**src/rtl/muldiv_pkg.sv**
```systemverilog
// Shared encodings for the iterative multiply/divide unit: operation codes,
// FSM states and small op-decode helpers.
package muldiv_pkg;

  typedef enum logic [1:0] {
    OP_MULTU = 2'b00,
    OP_MULT  = 2'b01,
    OP_DIVU  = 2'b10,
    OP_DIV   = 2'b11
  } op_e;

  typedef enum logic [1:0] {
    ST_IDLE = 2'b00,
    ST_CALC = 2'b01,
    ST_FIX  = 2'b10,
    ST_DONE = 2'b11
  } state_e;

  function automatic logic op_is_signed(input logic [1:0] op);
    return (op == OP_MULT) || (op == OP_DIV);
  endfunction

  function automatic logic op_is_div(input logic [1:0] op);
    return (op == OP_DIVU) || (op == OP_DIV);
  endfunction

endpackage

```
**src/rtl/muldiv_unit.sv**
```systemverilog
// Iterative multiply/divide: radix-2 shift-add multiply and restoring divide
// on magnitudes sharing one accumulator, sign correction applied in FIX.
module muldiv_unit
  import muldiv_pkg::*;
#(
  parameter int WIDTH = 32
) (
  input  logic             clk,
  input  logic             rst,
  input  logic             start,
  input  logic [1:0]       op,
  input  logic             annul,
  input  logic [WIDTH-1:0] a,
  input  logic [WIDTH-1:0] b,
  output logic [WIDTH-1:0] hi,
  output logic [WIDTH-1:0] lo,
  output logic             busy,
  output logic             done,
  output logic             div_zero
);

  localparam int CW = $clog2(WIDTH) + 1;
  localparam int AW = 2 * WIDTH + 1;
  localparam int PW = 2 * WIDTH;
  localparam logic [CW-1:0] LAST_ITER = CW'(WIDTH - 1);

  state_e           state_q, state_d;
  logic             busy_q, done_q;
  logic [AW-1:0]    acc_q, acc_d;
  logic [WIDTH-1:0] opnd_q, opnd_d;
  logic [CW-1:0]    cnt_q, cnt_d;
  logic             is_div_q, is_div_d;
  logic             neg_lo_q, neg_lo_d;
  logic             neg_hi_q, neg_hi_d;
  logic             dz_q, dz_d;
  logic [WIDTH-1:0] hi_q, hi_d, lo_q, lo_d;
  logic             div_zero_q, div_zero_d;

  logic             sgn_s, div_s, a_neg_s, b_neg_s, b_zero_s;
  logic [WIDTH-1:0] a_mag_s, b_mag_s;
  logic [WIDTH:0]   mul_sum_s;
  logic [WIDTH+1:0] div_diff_s;
  logic [PW-1:0]    prod_s;
  logic [WIDTH-1:0] quo_s, rem_s;

  // Decode and condition the operands presented with start
  always_comb begin
    sgn_s    = op_is_signed(op);
    div_s    = op_is_div(op);
    a_neg_s  = sgn_s & a[WIDTH-1];
    b_neg_s  = sgn_s & b[WIDTH-1];
    a_mag_s  = a_neg_s ? (~a + WIDTH'(1)) : a;
    b_mag_s  = b_neg_s ? (~b + WIDTH'(1)) : b;
    b_zero_s = (b == '0);
  end

  // FSM next-state
  always_comb begin
    state_d = state_q;
    case (state_q)
      ST_IDLE: begin
        if (start && !annul) begin
          if (div_s && b_zero_s) state_d = ST_FIX;
          else                   state_d = ST_CALC;
        end else begin
          state_d = ST_IDLE;
        end
      end
      ST_CALC: begin
        if (annul)                    state_d = ST_IDLE;
        else if (cnt_q == LAST_ITER)  state_d = ST_FIX;
        else                          state_d = ST_CALC;
      end
      ST_FIX: begin
        if (annul) state_d = ST_IDLE;
        else       state_d = ST_DONE;
      end
      ST_DONE: state_d = ST_IDLE;
      default: state_d = ST_IDLE;
    endcase
  end

  // FSM state and status flags, registered from the next state
  always_ff @(posedge clk) begin
    if (!rst) begin
      state_q <= ST_IDLE;
      busy_q  <= 1'b0;
      done_q  <= 1'b0;
    end else begin
      state_q <= state_d;
      busy_q  <= (state_d != ST_IDLE);
      done_q  <= (state_d == ST_DONE);
    end
  end

  // Iteration step, sign fix-up and result capture
  always_comb begin
    // Upper accumulator bit is always zero for multiply, so the add never overflows
    mul_sum_s  = acc_q[AW-1:WIDTH] + (acc_q[0] ? {1'b0, opnd_q} : '0);
    div_diff_s = {1'b0, acc_q[AW-2:WIDTH-1]} - {2'b00, opnd_q};
    prod_s     = neg_lo_q ? (~acc_q[PW-1:0] + PW'(1)) : acc_q[PW-1:0];
    quo_s      = neg_lo_q ? (~acc_q[WIDTH-1:0] + WIDTH'(1)) : acc_q[WIDTH-1:0];
    rem_s      = neg_hi_q ? (~acc_q[PW-1:WIDTH] + WIDTH'(1)) : acc_q[PW-1:WIDTH];

    acc_d      = acc_q;
    opnd_d     = opnd_q;
    cnt_d      = cnt_q;
    is_div_d   = is_div_q;
    neg_lo_d   = neg_lo_q;
    neg_hi_d   = neg_hi_q;
    dz_d       = dz_q;
    hi_d       = hi_q;
    lo_d       = lo_q;
    div_zero_d = div_zero_q;

    case (state_q)
      ST_IDLE: begin
        if (start && !annul) begin
          cnt_d    = '0;
          is_div_d = div_s;
          dz_d     = div_s & b_zero_s;
          neg_lo_d = a_neg_s ^ b_neg_s;
          neg_hi_d = a_neg_s;
          if (div_s) begin
            opnd_d = b_mag_s;
            // Divide-by-zero keeps the raw dividend so it can be returned in hi
            if (b_zero_s) acc_d = {{(WIDTH + 1){1'b0}}, a};
            else          acc_d = {{(WIDTH + 1){1'b0}}, a_mag_s};
          end else begin
            opnd_d = a_mag_s;
            acc_d  = {{(WIDTH + 1){1'b0}}, b_mag_s};
          end
        end else begin
          acc_d = acc_q;
        end
      end
      ST_CALC: begin
        cnt_d = cnt_q + CW'(1);
        if (is_div_q) begin
          if (div_diff_s[WIDTH+1]) acc_d = {acc_q[AW-2:0], 1'b0};
          else                     acc_d = {div_diff_s[WIDTH:0], acc_q[WIDTH-2:0], 1'b1};
        end else begin
          acc_d = {1'b0, mul_sum_s, acc_q[WIDTH-1:1]};
        end
      end
      ST_FIX: begin
        if (annul) begin
          hi_d = hi_q;
        end else if (dz_q) begin
          hi_d       = acc_q[WIDTH-1:0];
          lo_d       = '1;
          div_zero_d = 1'b1;
        end else if (is_div_q) begin
          hi_d       = rem_s;
          lo_d       = quo_s;
          div_zero_d = 1'b0;
        end else begin
          hi_d       = prod_s[PW-1:WIDTH];
          lo_d       = prod_s[WIDTH-1:0];
          div_zero_d = 1'b0;
        end
      end
      ST_DONE: acc_d = acc_q;
      default: acc_d = acc_q;
    endcase
  end

  // Datapath and result registers
  always_ff @(posedge clk) begin
    if (!rst) begin
      acc_q      <= '0;
      opnd_q     <= '0;
      cnt_q      <= '0;
      is_div_q   <= 1'b0;
      neg_lo_q   <= 1'b0;
      neg_hi_q   <= 1'b0;
      dz_q       <= 1'b0;
      hi_q       <= '0;
      lo_q       <= '0;
      div_zero_q <= 1'b0;
    end else begin
      acc_q      <= acc_d;
      opnd_q     <= opnd_d;
      cnt_q      <= cnt_d;
      is_div_q   <= is_div_d;
      neg_lo_q   <= neg_lo_d;
      neg_hi_q   <= neg_hi_d;
      dz_q       <= dz_d;
      hi_q       <= hi_d;
      lo_q       <= lo_d;
      div_zero_q <= div_zero_d;
    end
  end

  assign hi       = hi_q;
  assign lo       = lo_q;
  assign busy     = busy_q;
  assign done     = done_q;
  assign div_zero = div_zero_q;

endmodule

```
**config.mk**
```make
export PLATFORM = sky130hd
export DESIGN_NAME = muldiv_unit
export DESIGN_NICKNAME = d
export VERILOG_FILES = /design/src/rtl/muldiv_pkg.sv /design/src/rtl/muldiv_unit.sv
export SDC_FILE = /design/constraint.sdc
export NUM_CORES = 1
export LEC_CHECK = 0
export CORE_ASPECT_RATIO = 0.75
export CORE_MARGIN = 5
export CORE_UTILIZATION = 45
export DETAILED_ROUTE_END_ITERATION = 8
export GPL_TIMING_DRIVEN = 0
export HOLD_SLACK_MARGIN = 0.08
export SYNTH_ARGS = -nofsm -noshare
export SYNTH_HDL_FRONTEND = slang
export SYNTH_SLANG_ARGS = --single-unit
```
**constraint.sdc**
```tcl
create_clock -name clk -period 3.4 [get_ports clk]
set_input_delay 0.68 -clock clk [delete_from_list [all_inputs] [get_ports clk]]
set_output_delay 0.68 -clock clk [all_outputs]
set_load 0.03 [all_outputs]
```
**Yosys cells after proc, flatten, opt, wreduce, memory -nomap -nowiden**

Cells that the tools add are included.

- Bits of input ports: 70
- Register bits: 176

- Muxes and demuxes: 26
- Bitwise logic cells: 10
- Reductions and logical operators: 12
- $add $sub $neg: 8
- Equal/unequal tests: 9

Operator list:

| kind | count |
|---|---|
| $mux 32 | 11 |
| $mux 65 | 4 |
| $pmux 65 s2 | 1 |
| $add 32x1->32 const B | 4 |
| $not 32->32 | 4 |
| $add 64x1->64 const B | 1 |
| $mux 64 | 1 |
| $not 64->64 | 1 |
| $sub 33x32->34 | 1 |
| $add 33x32->33 | 1 |
| $logic_not 32->1 | 1 |
| $pmux 6 s2 | 1 |
| $eq 2x2->1 const B | 5 |
| $mux 2 | 5 |
| $pmux 2 s4 | 1 |
| $add 6x1->6 const B | 1 |
| $eq 6x5->1 const B | 1 |
| $mux 6 | 1 |
| $reduce_and 2->1 | 3 |
| $eq 2x1->1 const B | 2 |
| $reduce_bool 2->1 | 2 |
| $and 1x1->1 | 3 |
| $logic_and 1x1->1 | 2 |
| $logic_not 2->1 | 1 |
| other kinds (6) | 7 |

**Depth between registers and ports, before layout**

Gate-level depths: netlist (run 1).

- Word-level depth: 8
- Mapped depth: 14

**Least setup slack after synthesis (run 1)**

No wires, ideal clock.

- Kind: reg-to-reg
- Start: register acc_q[0]
- End: register acc_q[63]
- Slack: 0.342 ns
- Path buffers: 2
- Stages on the path, launching flop included: 15
- Arrival time: 2.922 ns
- Period minus slack after synthesis: 3.058 ns
- Data required time: 3.264 ns
- Library setup time: 0.136 ns
- Cell sequence: dfxtp_1 -> clkinv_1 -> clkbuf_1 -> nor2_1 -> ha_1 -> clkbuf_1 -> a21oi_1 -> o221ai_1 -> a21o_1 -> a311o_1 -> a31oi_1 -> o21ai_1 -> o21ai_0 -> mux2i_1 -> o211ai_1

- Cells in the longest elaborated chain, start to end: 4

Ends and longest elaborated chain:

| item | line | text |
|---|---|---|
| from (decl) | muldiv_unit.sv:29 | `logic [AW-1:0] acc_q, acc_d;` |
| from (signal assigned) | muldiv_unit.sv:171 | `acc_q <= '0;` |
| from (signal assigned) | muldiv_unit.sv:182 | `acc_q <= acc_d;` |
| $mux 32 | muldiv_unit.sv:99 | `mul_sum_s = acc_q[AW-1:WIDTH] + (acc_q[0] ? {1'b0, opnd_q} : '0);` |
| $add 33x32->33 | muldiv_unit.sv:99 |  |
| $mux 65 | muldiv_unit.sv:139 | `if (is_div_q) begin` |
| $pmux 65 s2 | muldiv_unit.sv:116 | `case (state_q)` |

Every way passes these cells.
A chain may end at the register's enable or synchronous reset.

**Final worst setup path (run 1)**

- Start: register acc_q[39]
- End: register acc_q[61]

- Cells in the longest elaborated chain, start to end: 4
- Elaborated cells between the ends (all ways): 5
- Those cells by class: add/sub: 2; mux: 3

Ends and longest elaborated chain:

| item | line | text |
|---|---|---|
| $sub 33x32->34 | muldiv_unit.sv:100 | `div_diff_s = {1'b0, acc_q[AW-2:WIDTH-1]} - {2'b00, opnd_q};` |
| $mux 65 | muldiv_unit.sv:140 | `if (div_diff_s[WIDTH+1]) acc_d = {acc_q[AW-2:0], 1'b0};` |
| $mux 65 (*) | muldiv_unit.sv:139 |  |
| $pmux 65 s2 (*) | muldiv_unit.sv:116 |  |

Every way passes the cells marked *; elsewhere a longest branch is shown, timed or not.

==> results of run 1 <==
[worst max path at each step]
| stage | start | end | slack, ns | cells past startpoint |
|---|---|---|---|---|
| floorplan | acc_q[0]$_SDFFE_PN0P_ | acc_q[63]$_SDFFE_PN0P_ | 0.34 | 14 |
| global placement | acc_q[0]$_SDFFE_PN0P_ | acc_q[56]$_SDFFE_PN0P_ | -1.11 | 13 |
| detailed placement | acc_q[0]$_SDFFE_PN0P_ | acc_q[56]$_SDFFE_PN0P_ | -1.09 | 13 |
| CTS | acc_q[0]$_SDFFE_PN0P_ | acc_q[51]$_SDFFE_PN0P_ | 0.002 | 12 |
| global route | opnd_q[1]$_SDFFE_PN0P_ | acc_q[61]$_SDFFE_PN0P_ | -0.02 | 11 |
| finish | acc_q[39]$_SDFFE_PN0P_ | acc_q[61]$_SDFFE_PN0P_ | -0.06 | 10 |
[cell families after synthesis]
kind of cell | count (synthesis) | share of synthesized area [%]
buffers and inverters | 216 | 5.62
AND/OR/NAND/NOR | 659 | 21.6
multiplexers | 50 | 3.49
flip-flops | 176 | 23.7
XOR/XNOR | 193 | 11.4
AO/OA/AOI/OAI | 674 | 28.2
adder cells (fa/ha/maj) | 71 | 6.08
[where the power goes]
part / leakage (nW) / switching, W / internal, W
combinational: 4.92 / 0.00106 / 0.000585
sequential: 1.43 / 0.0000970 / 0.00212
clock: 0.296 / 0.00102 / 0.00107
[area by class of cell]
class / instances / area share, %
Clock inverter: 14 / 0.981
Buffer: 134 / 3.11
Clock buffer: 18 / 2.48
Multi-Input combinational cell: 1647 / 60.6
Sequential cell: 176 / 20.0
Timing Repair Buffer: 148 / 8.25
Tap cell: 442 / 3.12
Inverter: 71 / 1.53
[per-stage QoR]
step	setup slack [ns]	area, um^2	power, W	hold WS (ns)
floorplan	0.342	14900	0.00321	0.432
global placement	-1.11	16800	0.00380	0.443
detailed placement	-1.09	16800	0.00380	0.449
CTS	0.00233	17500	0.00586	0.458
global route	-0.0241	17700	0.00613	0.484
finish	-0.0566	17700	0.00596	0.453
[metal layers]
layer | part of all wire (%) | vias to the layer above | GRT usage (%)
li1 | - | 7683 | -
met1 | 46 | 7987 | 52.3
met2 | 39 | 977 | 46.0
met3 | 12 | 127 | 9.51
met4 | 2.7 | 2 | 9.36
met5 | 0.026 | - | 0
[Yosys cell counts, drive strengths merged, types with 11 or more instances]
master | count | share of area [%]
nand2b | 21 | 0.88
or3 | 23 | 1.0
mux2 | 14 | 1.1
o22ai | 13 | 0.55
ha | 69 | 5.8
o31ai | 17 | 0.89
xor2 | 84 | 5.0
inv | 69 | 1.7
nand2 | 185 | 4.7
clkbuf | 127 | 3.2
nor3 | 44 | 1.6
xnor2 | 109 | 6.4
and2 | 13 | 0.55
o221ai | 20 | 1.2
dfxtp | 176 | 24
nand4 | 13 | 0.59
o21bai | 11 | 0.56
a31oi | 36 | 1.5
a21o | 33 | 1.7
a22oi | 14 | 0.71
o21ai | 171 | 5.8
o211ai | 36 | 1.8
buf | 18 | 0.62
mux2i | 36 | 2.4
nand3 | 70 | 2.4
a221oi | 15 | 0.88
nor2 | 205 | 5.2
a211oi | 22 | 1.1
nor4 | 20 | 1.5
and3 | 16 | 0.67
or4 | 13 | 0.76
a21oi | 219 | 7.4
[worst register-to-register path: cells and delay by family, from the launching register on]
family                   cells  cell delay (ns)
flip-flops                   1             0.61
AO/OA/AOI/OAI                5             1.45
XOR/XNOR                     1             0.23
adder cells (fa/ha/maj)      1             0.31
AND/OR/NAND/NOR              3             0.77
[sequential cells by signal (all words and copies together) (netlist names), 2 cells and up]
register,flops
acc_q,65
cnt_q,6
hi,32
lo,32
opnd_q,32
state_q,2
[cells in the final DEF, fill, tap and decap left out, types with 22 or more instances in the layout]
cell / count
ha_1: 67
nor2_1: 204
nand2_1: 183
xnor2_1: 109
nand3_1: 67
clkdlybuf4s50_1: 135
clkbuf_1: 109
a21o_1: 31
o211ai_1: 36
a31oi_1: 33
dfxtp_1: 165
or3_1: 22
mux2i_1: 36
inv_1: 67
a21oi_1: 211
nor3_1: 40
xor2_1: 84
o21ai_0: 150
[what timing repair did]
action	CTS	global route
gates cloned	0	0
endpoints found under the setup margin	52	56
pin swaps	2	11
resized for setup	34	54
setup buffers	3	9
==> results.sh, run 1 <==
export IMPL_outcome="finished with violations"
export IMPL_violations="setup timing"
export IMPL_pin_count=137
export IMPL_syn_instance_count=2039
export IMPL_htreeDepth=4
export IMPL_reg2reg_slack_ns=-0.06
export IMPL_fin_skew_ns=0.0197
export IMPL_netlist_area_mm2=0.0149
export IMPL_antenna_found_initial=1
export IMPL_layout_drive_gt1_share_pct=7.20
export IMPL_finalHoldViolCount=0
export IMPL_hold_start="opnd_q[13]$_SDFFE_PN0P_"
export IMPL_firstDrtPassIters=6
export IMPL_nets=2336
export IMPL_ant_nets=0
export IMPL_final_cell_count_no_fill=2650
export IMPL_r2r_start="acc_q[39]$_SDFFE_PN0P_"
export IMPL_crit_fanout=8
export IMPL_die_h_um=167
export IMPL_critical_path_class="flip-flop to flip-flop"
export IMPL_cts_sinks=176
export IMPL_syn_area_per_cell_um2=7.29
export IMPL_fmax_ghz=0.289
export IMPL_maxSlewViolCount=0
export IMPL_core_area_mm2=0.0325
export IMPL_cts_made_buffers=17
export IMPL_synth_edff_count=0
export IMPL_gp_congestion=0.998
export IMPL_power_density_mw_per_mm2=336
export IMPL_dp_cells=2617
export IMPL_fillCellCount=3258
export IMPL_synthesis_nets=2180
export IMPL_synth_seq_area_share_pct=23.7
export IMPL_cp_cell_sequence="ha_1, nand3_1, nor4_2, o211ai_1, nand3_1, a21boi_0, o31ai_1, a21boi_0, xor2_1, o211ai_1"
export IMPL_irDropWorstVdd_mv=0.330
export IMPL_dieArea_mm2=0.0368
export IMPL_async_flop_share_pct=0
export IMPL_ys_warn_count=0
export IMPL_clkLatencyLatePin_ns=0.47
export IMPL_ys_seq_elements=176
export IMPL_final_setup_viol_count=1
export IMPL_cpLargestDelayFamily="compound AO/OA/AOI/OAI gates"
export IMPL_rr_worst_depth=10
export IMPL_grt_pass1_wl_um=96000
export IMPL_gr_usage_all_layers_pct=34.1
export IMPL_hold_path_class="flip-flop to flip-flop"
export IMPL_vias=16800
export IMPL_power_leakage_nw=6.65
export IMPL_dr_first_iter_drc_count=2140
export IMPL_reg2reg_to="acc_q[61]$_SDFFE_PN0P_"
export IMPL_diodes=0
export IMPL_numPortBuffers=135
export IMPL_crit_slowest_cell="dfxtp_1"
export IMPL_regArea_mm2=0.00354
export IMPL_hold_buffers=0
export IMPL_grt_pass1_vias=15000
export IMPL_slew_headroom_pct=31.1
export IMPL_multiInputGateArea_mm2=0.0107
export IMPL_crit_arrival_ns=3.84
export IMPL_setup_slack_ns=-0.0566
export IMPL_syn_to_final_growth_pct=19.3
export IMPL_cts_tree="built"
export IMPL_wl_per_cell_um=24.7
export IMPL_crit_path_end_kind="flip-flop"
export IMPL_worst_path_buf_inv=0
export IMPL_required_ns=3.78
export IMPL_hpwl_um=51600
export IMPL_fin_setup_tns_ns=-0.0566
export IMPL_holdPathStages=2
export IMPL_grt_start_max_net_pins=19
export IMPL_final_util_pct=54.5
export IMPL_crit_path_max_incr_delay_ns=0.61
export IMPL_drv_cap=0
export IMPL_fp_dieW_um=220
export IMPL_min_period_ns=3.46
export IMPL_min_to="opnd_q[13]$_SDFFE_PN0P_"
export IMPL_rows=57
export IMPL_drc_errors=0
export IMPL_fin_crit_sh_pct=102
export IMPL_worst_slew_pin_slew_ns=1.03
export IMPL_via_per_inst=6.33
export IMPL_routed_wl_um=65500
export IMPL_clkTransAtPathRegs_ns=0.08
export IMPL_start_kind="flip-flop"
export IMPL_cts_buffer_depth=2
export IMPL_gr_total_overflow=0
export IMPL_initial_core_util_pct=45.7
export IMPL_synthFlopType="dfxtp_1"
export IMPL_cts_root_buf="clkbuf_16"
export IMPL_ys_types=84
Power figures use the tool's default switching activity.
==> inputs of run 2 (changes only) <==
Settings changed: CORE_UTILIZATION 45 to 30, DONT_BUFFER_PORTS from default to 1, RECOVER_POWER from default to 25.
==> run 2 against run 1 <==
Compared with the run above:
- the flow now finishes without violations
- global-route usage shrank 11 points
- clock skew shrank 0.0025 ns
- critical path depth rose by 3
- cell count up 2.7%
- via count is 2.9% lower
- setup slack better by 0.15 ns
- clock power increased by 2%
- first-iteration DRC count increased by 0.42%
- highest routed layer is now met4
==> results.sh, run 2 (synthesis results as in run 1) <==
export IMPL_power_leakage_nw=6.14
export IMPL_final_util_pct=34.0
export IMPL_clkTransAtPathRegs_ns=0.08
export IMPL_r2r_start="acc_q[31]$_SDFFE_PN0P_"
export IMPL_rows=70
export IMPL_regArea_mm2=0.00355
export IMPL_fmax_ghz=0.302
export IMPL_fin_skew_ns=0.0172
export IMPL_irDropWorstVdd_mv=0.346
export IMPL_final_cell_mix="a21oi_1 (214), nor2_1 (205), nand2_1 (183)"
export IMPL_holdPathStages=1
export IMPL_crit_arrival_ns=3.69
export IMPL_hold_path_class="input port to flip-flop"
export IMPL_pin_count=137
export IMPL_firstDrtPassIters=6
export IMPL_crit_path_max_incr_delay_ns=0.45
export IMPL_syn_to_final_growth_pct=11.8
export IMPL_slew_headroom_pct=25.8
export IMPL_worst_path_buf_inv=2
export IMPL_vias=16300
export IMPL_nets=2201
export IMPL_finalHoldViolCount=0
export IMPL_post_place_ws_ns=-1.01
export IMPL_hpwl_um=53700
export IMPL_outcome="complete, no violations"
export IMPL_hold_start="annul"
export IMPL_multiInputGateArea_mm2=0.0107
export IMPL_min_to="state_q[0]$_SDFF_PN0_"
export IMPL_rr_worst_depth=13
export IMPL_grt_pass1_wl_um=97300
export IMPL_min_period_ns=3.31
export IMPL_cp_cell_sequence="inv_2, ha_1, inv_1, fa_2, a21oi_2, o211ai_1, nand3_1, nand3_4, a211oi_4, o211ai_1, nand4_1, o41a_1, o2111ai_1"
export IMPL_maxSlewViolCount=0
export IMPL_power_density_mw_per_mm2=358
export IMPL_htreeDepth=4
export IMPL_dieArea_mm2=0.0541
export IMPL_hold_buffers=0
export IMPL_fillCellCount=5199
export IMPL_final_setup_viol_count=0
export IMPL_initial_core_util_pct=30.4
export IMPL_gr_usage_all_layers_pct=23.5
export IMPL_crit_slowest_cell="o211ai_1"
export IMPL_reg2reg_to="acc_q[62]$_SDFFE_PN0P_"
export IMPL_required_ns=3.78
export IMPL_grt_start_max_net_pins=20
export IMPL_cpLargestDelayFamily="compound AO/OA/AOI/OAI gates"
export IMPL_fp_dieW_um=267
export IMPL_dr_first_iter_drc_count=2149
export IMPL_crit_path_end_kind="flip-flop"
export IMPL_cts_made_buffers=17
export IMPL_cts_root_buf="clkbuf_16"
export IMPL_critical_path_class="flip-flop to flip-flop"
export IMPL_gr_total_overflow=0
export IMPL_crit_path_frequent_cell="o211ai_1"
export IMPL_drc_errors=0
export IMPL_layout_drive_gt1_share_pct=7.28
export IMPL_fin_crit_sh_pct=97.3
export IMPL_via_per_inst=5.99
export IMPL_grt_pass1_vias=14500
export IMPL_antenna_found_initial=0
export IMPL_rsz0062_at_grt="yes"
export IMPL_ant_nets=0
export IMPL_core_area_mm2=0.0489
export IMPL_drv_cap=0
export IMPL_setup_slack_ns=0.0931
export IMPL_numPortBuffers=0
export IMPL_reg2reg_slack_ns=0.09
export IMPL_largest_reg_flops=65
export IMPL_clkLatencyLatePin_ns=0.48
export IMPL_cts_buffer_depth=2
export IMPL_die_h_um=203
export IMPL_regMostFlops="acc_q"
export IMPL_cts_sinks=176
export IMPL_worst_slew_pin_slew_ns=1.11
export IMPL_layout_commonest_cell="a21oi_1"
export IMPL_cts_tree="built"
export IMPL_gp_congestion=0.986
export IMPL_crit_fanout=6
export IMPL_routed_wl_um=67100
export IMPL_wl_per_cell_um=24.6
export IMPL_start_kind="flip-flop"
[run 2: cell count changes in the layout (fill, tap and decap cells not counted), moves of 3 or more]
cell / before / now
ha_1: 67 / 63
clkbuf_1: 109 / 114
dfxtp_1: 165 / 162
clkdlybuf4s50_1: 135 / 0
o21ai_1: 16 / 13
a21oi_1: 211 / 214
[run 2: worst max path at each step]
stage / start / to / slack (ns) / cells after the start
2_1_floorplan: acc_q[0]$_SDFFE_PN0P_ / acc_q[63]$_SDFFE_PN0P_ / 0.34 / 14
3_3_place_gp: acc_q[0]$_SDFFE_PN0P_ / acc_q[63]$_SDFFE_PN0P_ / -1.01 / 14
3_5_place_dp: acc_q[0]$_SDFFE_PN0P_ / acc_q[63]$_SDFFE_PN0P_ / -1.01 / 14
4_1_cts: acc_q[0]$_SDFFE_PN0P_ / acc_q[63]$_SDFFE_PN0P_ / 0.03 / 14
5_1_grt: acc_q[31]$_SDFFE_PN0P_ / acc_q[62]$_SDFFE_PN0P_ / -0.03 / 13
6_report: acc_q[31]$_SDFFE_PN0P_ / acc_q[62]$_SDFFE_PN0P_ / 0.09 / 13
[run 2: final cells by class]
type | count | share of cell area, %
diodes | 1 | 0.0151
plain buffers | 138 | 3.40
clock buffers | 17 | 2.56
clock inverters | 15 | 1.18
inverters | 71 | 1.63
multi-input cells | 1647 | 64.6
flip-flops and latches | 176 | 21.4
well taps | 648 | 4.88
repair buffers | 9 | 0.407
[run 2: power by group]
part | internal [W] | leakage [nW] | switching, W
Combinational | 0.000539 | 4.42 | 0.00105
Clock | 0.00106 | 0.291 | 0.00109
Sequential | 0.00212 | 1.44 | 0.0000903
Total | 0.00372 | 6.14 | 0.00223
[run 2: what timing repair did]
action / 4_1_cts / 5_1_grt
endpoints found under the setup margin: 50 / 38
gates resized for setup: 40 / 44
pin swaps: 2 / 10
setup buffers: 1 / 7
[run 2: metrics by stage]
stage	setup TNS, ns	hold WS (ns)	std cells	instance area (um^2)	power, W
3_5_place_dp	-29.21	0.451	2688	15700	0.00371
3_3_place_gp	-38.07	0.448	2687	15700	0.00370
5_1_grt	-0.0318	0.286	2721	16600	0.00612
2_1_floorplan	0	0.432	2039	14900	0.00321
4_1_cts	0	0.278	2717	16400	0.00585
6_report	0	0.293	2722	16600	0.00595
[run 2: layer usage]
metal | wire [um] | track usage, % | vias up | share of wire, %
met1 | 30700 | 36.4 | 7828 | 46
met4 | 1400 | 5.70 | 0 | 2.1
met5 | 0 | 0 | - | 0
met3 | 8860 | 6.87 | 104 | 13
met2 | 26200 | 31.4 | 946 | 39
li1 | - | - | 7416 | -
